`config.mk`:
```
export PLATFORM = sky130hd
export DESIGN_NAME = fnc_timer_mc
export DESIGN_NICKNAME = d
export VERILOG_FILES = /design/src/rtl/fnc_timer_pkg.sv /design/src/rtl/fnc_timer_cmp.sv /design/src/rtl/fnc_timer_mc.sv
export SDC_FILE = /design/constraint.sdc
export NUM_CORES = 1
export LEC_CHECK = 0
export CAP_MARGIN = 10
export CORE_ASPECT_RATIO = 1.1
export CORE_MARGIN = 4
export CORE_UTILIZATION = 30
export CTS_BUF_LIST = sky130_fd_sc_hd__clkbuf_8
export DETAILED_ROUTE_END_ITERATION = 12
export GPL_ROUTABILITY_DRIVEN = 0
export PLACE_DENSITY = 0.49
export SLEW_MARGIN = 20
export SYNTH_ARGS = -nofsm -noshare
export SYNTH_HDL_FRONTEND = slang
export SYNTH_HIERARCHICAL = 1
export SYNTH_SLANG_ARGS = --single-unit
```
`constraint.sdc`:
```
create_clock -name clk -period 5.95 [get_ports clk]
set_clock_uncertainty 0.2 [all_clocks]
set_input_delay 1.785 -clock clk [delete_from_list [all_inputs] [get_ports clk]]
set_output_delay 1.785 -clock clk [all_outputs]
set_load 0.05 [all_outputs]
```
`src/rtl/fnc_timer_pkg.sv`:
```
// Shared constants and helpers for the fnc_timer_mc machine timer.
// Optional feature macro: FNC_TIMER_SNAPSHOT_EN (tear-free mtime hi read).
package fnc_timer_pkg;

    localparam logic [4:0]  ADDR_MTIME_LO = 5'd0;
    localparam logic [4:0]  ADDR_MTIME_HI = 5'd1;
    localparam logic [4:0]  ADDR_CMP_BASE = 5'd2;

    // Reset value of every mtimecmp; truncated to CNT_W where used.
    localparam logic [63:0] CMP_RST = 64'hFFFF_FFFF_FFFF_FFFF;

    // Word address of the lo half of compare channel k (hi half is +1).
    function automatic logic [4:0] cmp_lo_addr(input int k);
        return ADDR_CMP_BASE + 5'(k * 2);
    endfunction

endpackage

```
`src/rtl/fnc_timer_cmp.sv`:
```
// One compare channel: mtimecmp register with lo/hi write decode and a
// registered unsigned >= comparator against the post-update mtime.
module fnc_timer_cmp
    import fnc_timer_pkg::*;
#(
    parameter int CNT_W  = 64,
    parameter int CH_IDX = 0
) (
    input  logic             clk,
    input  logic             rst_n,
    input  logic             reg_we,
    input  logic [4:0]       reg_addr,
    input  logic [31:0]      reg_wdata,
    input  logic [CNT_W-1:0] mtime_next,
    output logic [CNT_W-1:0] cmp_val,
    output logic             int_out
);

    localparam int         HI_W    = CNT_W - 32;
    localparam logic [4:0] LO_ADDR = cmp_lo_addr(CH_IDX);
    localparam logic [4:0] HI_ADDR = cmp_lo_addr(CH_IDX) + 5'd1;

    logic [CNT_W-1:0] cmp_q;
    logic [CNT_W-1:0] cmp_d;
    logic             int_q;
    logic             int_d;

    // Half-word write decode and the compare against the values the
    // registers will hold after this edge.
    always_comb begin
        cmp_d = cmp_q;
        if (reg_we && (reg_addr == LO_ADDR)) begin
            cmp_d = {cmp_q[CNT_W-1:32], reg_wdata};
        end else if (reg_we && (reg_addr == HI_ADDR)) begin
            cmp_d = {reg_wdata[HI_W-1:0], cmp_q[31:0]};
        end else begin
            cmp_d = cmp_q;
        end
        int_d = (mtime_next >= cmp_d);
    end

    // Compare register and level interrupt flop.
    always_ff @(posedge clk) begin
        if (!rst_n) begin
            cmp_q <= CMP_RST[CNT_W-1:0];
            int_q <= 1'b0;
        end else begin
            cmp_q <= cmp_d;
            int_q <= int_d;
        end
    end

    assign cmp_val = cmp_q;
    assign int_out = int_q;

endmodule

```
`src/rtl/fnc_timer_mc.sv`:
```
// Multi-channel machine timer: prescaled free-running mtime, NUM_CH compare
// channels and a 32-bit register read mux.
// Optional feature macro: FNC_TIMER_SNAPSHOT_EN adds reg_re and a snapshot
// of mtime hi taken when mtime lo is read, returned on reads of address 1.
module fnc_timer_mc
    import fnc_timer_pkg::*;
#(
    parameter int NUM_CH  = 2,
    parameter int CNT_W   = 64,
    parameter int PRESC_W = 8
) (
    input  logic               clk,
    input  logic               rst_n,
    input  logic               enable,
    input  logic [PRESC_W-1:0] prescale,
    input  logic               reg_we,
`ifdef FNC_TIMER_SNAPSHOT_EN
    input  logic               reg_re,
`endif
    input  logic [4:0]         reg_addr,
    input  logic [31:0]        reg_wdata,
    output logic [31:0]        reg_rdata,
    output logic [CNT_W-1:0]   mtime,
    output logic               tick,
    output logic [NUM_CH-1:0]  int_timer
);

    localparam int HI_W = CNT_W - 32;

    logic [PRESC_W-1:0] cnt_q;
    logic [PRESC_W-1:0] cnt_d;
    logic               tick_q;
    logic               tick_d;
    logic [CNT_W-1:0]   mtime_q;
    logic [CNT_W-1:0]   mtime_d;
    logic               inc_s;
    logic [CNT_W-1:0]   cmp_s [NUM_CH];
    logic [NUM_CH-1:0]  int_s;
    logic [31:0]        rdata_s;
    logic [31:0]        hi_rd_s;
`ifdef FNC_TIMER_SNAPSHOT_EN
    logic [HI_W-1:0]    snap_q;
    logic [HI_W-1:0]    snap_d;
`endif

    // Prescaler: a tick fires only on an exact match, so lowering prescale
    // below the running count lets it wrap through zero first.
    always_comb begin
        cnt_d  = cnt_q;
        tick_d = 1'b0;
        inc_s  = 1'b0;
        if (enable) begin
            if (cnt_q == prescale) begin
                cnt_d  = '0;
                tick_d = 1'b1;
                inc_s  = 1'b1;
            end else begin
                cnt_d  = cnt_q + PRESC_W'(1);
            end
        end else begin
            cnt_d = cnt_q;
        end
    end

    // mtime next value: a register write to either half wins over the
    // increment and holds the other half unchanged.
    always_comb begin
        mtime_d = mtime_q;
        if (reg_we && (reg_addr == ADDR_MTIME_LO)) begin
            mtime_d = {mtime_q[CNT_W-1:32], reg_wdata};
        end else if (reg_we && (reg_addr == ADDR_MTIME_HI)) begin
            mtime_d = {reg_wdata[HI_W-1:0], mtime_q[31:0]};
        end else if (inc_s) begin
            mtime_d = mtime_q + CNT_W'(1);
        end else begin
            mtime_d = mtime_q;
        end
    end

    // Counter, tick and mtime registers.
    always_ff @(posedge clk) begin
        if (!rst_n) begin
            cnt_q   <= '0;
            tick_q  <= 1'b0;
            mtime_q <= '0;
        end else begin
            cnt_q   <= cnt_d;
            tick_q  <= tick_d;
            mtime_q <= mtime_d;
        end
    end

`ifdef FNC_TIMER_SNAPSHOT_EN
    // Capture mtime hi whenever software reads mtime lo.
    always_comb begin
        if (reg_re && (reg_addr == ADDR_MTIME_LO)) begin
            snap_d = mtime_q[CNT_W-1:32];
        end else begin
            snap_d = snap_q;
        end
    end

    // Snapshot register.
    always_ff @(posedge clk) begin
        if (!rst_n) begin
            snap_q <= '0;
        end else begin
            snap_q <= snap_d;
        end
    end

    assign hi_rd_s = 32'(snap_q);
`else
    assign hi_rd_s = 32'(mtime_q[CNT_W-1:32]);
`endif

    // Compare channels; each sees the post-update mtime.
    for (genvar k = 0; k < NUM_CH; k++) begin : g_ch
        fnc_timer_cmp #(
            .CNT_W  (CNT_W),
            .CH_IDX (k)
        ) u_cmp (
            .clk        (clk),
            .rst_n      (rst_n),
            .reg_we     (reg_we),
            .reg_addr   (reg_addr),
            .reg_wdata  (reg_wdata),
            .mtime_next (mtime_d),
            .cmp_val    (cmp_s[k]),
            .int_out    (int_s[k])
        );
    end

    // Read mux; unimplemented addresses fall through to zero.
    always_comb begin
        rdata_s = 32'd0;
        case (reg_addr)
            ADDR_MTIME_LO: rdata_s = mtime_q[31:0];
            ADDR_MTIME_HI: rdata_s = hi_rd_s;
            default: begin
                for (int k = 0; k < NUM_CH; k++) begin
                    rdata_s = rdata_s
                        | ((reg_addr == cmp_lo_addr(k)) ? cmp_s[k][31:0] : 32'd0)
                        | ((reg_addr == (cmp_lo_addr(k) + 5'd1))
                           ? 32'(cmp_s[k][CNT_W-1:32]) : 32'd0);
                end
            end
        endcase
    end

    assign reg_rdata = rdata_s;
    assign mtime     = mtime_q;
    assign tick      = tick_q;
    assign int_timer = int_s;

endmodule

```
==> flow_metrics.py <==
metrics = {
    "outcome": {
        "status": "completed",
    },
    "synth": {
        "synth_cell_types": 76,
        "yosys.area.top_type": "dfxtp_1",
        "synth_area_mm2": 0.0137,
        "yosys-top-cells-count": "nand2_1 (249), dfxtp_1 (203), mux2i_1 (139), ha_1 (130), nor2_1 (124)",
        "syn_area_per_cell_um2": 8.32,
        "synth_top_area_share_pct": 29.6,
        "yosys-top-cells-area": "dfxtp_1 (30%), ha_1 (12%), mux2i_1 (10%)",
        "netlist_instances": 1652,
        "ys_seq_area_share_pct": 29.6,
        "async_reset_ff_share_pct": 0,
        "yosys_most_used_dff": "dfxtp_1",
        "ys_warn_count": 6,
        "synth_edf_count": 0,
        "synth-seq-cells": 203,
        "yosysMostFrequentCell": "nand2_1",
        "syn-num-nets": 1831,
    },
    "cells_and_area": {
        "fin_area_mm2": 0.0185,
        "area_growth_pct": 35.0,
        "nNetsFinal": 2124,
        "drive_above_1_share_pct": 18.3,
        "multi_input_comb_area_mm2": 0.00929,
        "final-seq-area_mm2": 0.00406,
        "fillerInstances": 4570,
    },
    "sta": {
        "whs_ps": 308,
        "tightest_slew_ps": 1090,
        "period_share_pct": 99.5,
        "max_freq_ghz": 0.169,
        "max_slew_margin_pct": 27.2,
        "setup_viol": 0,
        "rsz0062_at_grt": "yes",
        "final.min_clock_period_ps": 5920,
        "finalMaxSlewViolations": 0,
        "hold_viol_final": 0,
    },
    "pwr": {
        "power_density_mw_per_mm2": 196,
        "p_leak_nw": 8.26,
        "ir_drop_mv": 0.136,
    },
    "drt": {
        "via_per_inst": 5.71,
        "drt-pass1-iter-count": 5,
        "drc": 0,
        "routedWlPerCell_um": 24.7,
        "via_count": 14600,
        "postRouteAntennaNets": 0,
        "drtIter0Drc": 1090,
        "finalWirelength_um": 63100,
    },
    "worst_setup_path": {
        "r2r_slack_ps": 860,
        "worst_setup_path_end_kind": "primary output",
        "crit_fanout": 7,
        "arrival_ps": 3930,
        "crit_required_ps": 3960,
        "crit_type": "input pin to primary output",
        "start_kind": "input pin",
        "r2r_end": "g_ch[0].u_cmp/int_out",
        "reg2reg_depth": 16,
        "r2r-start": "mtime[0]",
    },
    "clocking": {
        "cts_tree": "built",
        "h-tree-depth": 2,
        "cts_buffers": 41,
        "cts_sinks": 203,
        "clk_pin_slew_ps": 60,
        "clockRootBuffer": "clkbuf_8",
        "ctsLongestPathBuffers": 3,
        "worstSkewPairLatency_ps": 620,
    },
    "global_route": {
        "overflow": 0,
        "antenna_found_initial": 1,
        "grt_pass1_wl_um": 92600,
        "grt_max_degree": 66,
        "grt_pass1_vias": 14700,
        "grt_use_total_pct": 24.7,
    },
    "floorplan": {
        "num_rows": 81,
        "die_area_mm2": 0.0493,
        "chipWidth_um": 212,
        "pin_count": 148,
        "start_util_pct": 30.6,
        "die_h_um": 232,
        "core_area_mm2": 0.0449,
    },
    "place": {
        "hpwl_um": 47500,
        "place_area_mm2": 0.0173,
        "io_buffer_count": 147,
    },
    "hold_path": {
        "hp-start": "g_ch[1].u_cmp/cmp_val[52]",
        "hold-path-cell-count": 2,
        "hold_class": "flop to flop",
        "hold_end": "g_ch[1].u_cmp/cmp_val[52]",
    },
    "flow_run": {
        "cap_viol_max_count": 0,
    },
}
-- per-stage QoR --
stage          total power, W  std cells  worst slack, ps  utilization (%)  TNS, ps
6_report              0.00363       2556             30.7             41.3        0
5_1_grt               0.00375       2556            -8.11             41.3    -8.11
4_1_cts               0.00366       2548            -1.96             40.9    -1.96
3_5_place_dp          0.00195       2471             -459             38.6    -2800
3_3_place_gp          0.00194       2471             -379             38.6    -2670
2_1_floorplan         0.00166       1652              254                -        0
-- flip-flops by register name, summed over array words and instances, names as in the netlist --
name,cells
g_ch.u_cmp/int_out,2
cnt_q,8
g_ch.u_cmp/cmp_val,128
mtime,64
tick,1
-- kinds of logic after synthesis --
group	count (synthesis)	synth area share [%]
buf+inv	114	3.71
xor+xnor	41	2.61
simple gates	653	23.4
flops	203	29.6
mux	146	10.7
fa+ha+maj	130	11.8
compound gates	365	18.1
-- cells in the final DEF, fill, tap and decap left out, drive strengths merged, types with 33 or more instances in the layout --
cell type / synthesis / layout
dfxtp: 203 / 203
clkdlybuf4s50: 0 / 111
a211oi: 37 / 37
buf: 32 / 232
o22ai: 33 / 33
a21oi: 122 / 122
nand3: 53 / 53
mux2i: 139 / 139
ha: 130 / 130
nand4: 55 / 55
nor3: 35 / 35
nand2: 249 / 249
clkbuf: 65 / 54
nor2: 125 / 125
a22oi: 35 / 35
-- power breakdown --
part | leakage [nW] | switching [W] | internal [W]
registers | 1.64 | 0.0000228 | 0.00137
logic | 6.11 | 0.000325 | 0.000217
clock network | 0.502 | 0.000690 | 0.00100
-- cell type report --
class                   count  share of cell area [%]
diodes                      1                  0.0135
clock inverters            20                    1.21
clock buffers              52                    3.86
flip-flops and latches    203                    21.9
multi-input cells        1335                    50.1
well taps                 581                    3.92
repair buffers            347                    18.6
inverters                  17                   0.344
-- how the worst max path moves through the flow --
stage | startpoint | end | slack, ps | cells after the start
after floorplan | reg_addr[3] | reg_rdata[6] | 250 | 7
after global placement | reg_addr[2] | g_ch[1].u_cmp/int_out | -380 | 14
after detailed placement | reg_addr[2] | g_ch[1].u_cmp/int_out | -460 | 14
after CTS | reg_addr[1] | reg_rdata[27] | -2 | 11
after global routing | reg_addr[4] | reg_rdata[24] | -8 | 11
final | reg_addr[4] | reg_rdata[25] | 30 | 11
-- critical path, cell delays in order --
cell and delay (ps):
clkdlybuf4s50_1 490, buf_6 150, nor4_4 50, buf_6 150, buf_4 170, buf_4 160, a22oi_1 360, nand2_1 140
a21oi_1 230, nor2_2 70, buf_12 150
-- per-layer routing --
layer | vias up | track usage, % | wire length (um)
met2 | 623 | 39.7 | 28400
met4 | 0 | 14.2 | 3930
met1 | 7015 | 31.5 | 26900
met5 | - | 0 | 0
li1 | 6779 | - | -
met3 | 175 | 3.34 | 3920
-- what timing repair did --
item / in CTS / in global routing
setup endpoints to repair: 26 / 31
gates resized for setup: 13 / 21
hold buffers: 0 / 0
buffers inserted: 5 / 5
pin swaps: 2 / 14
cloned: 0 / 2
Power figures use the tool's default switching activity.
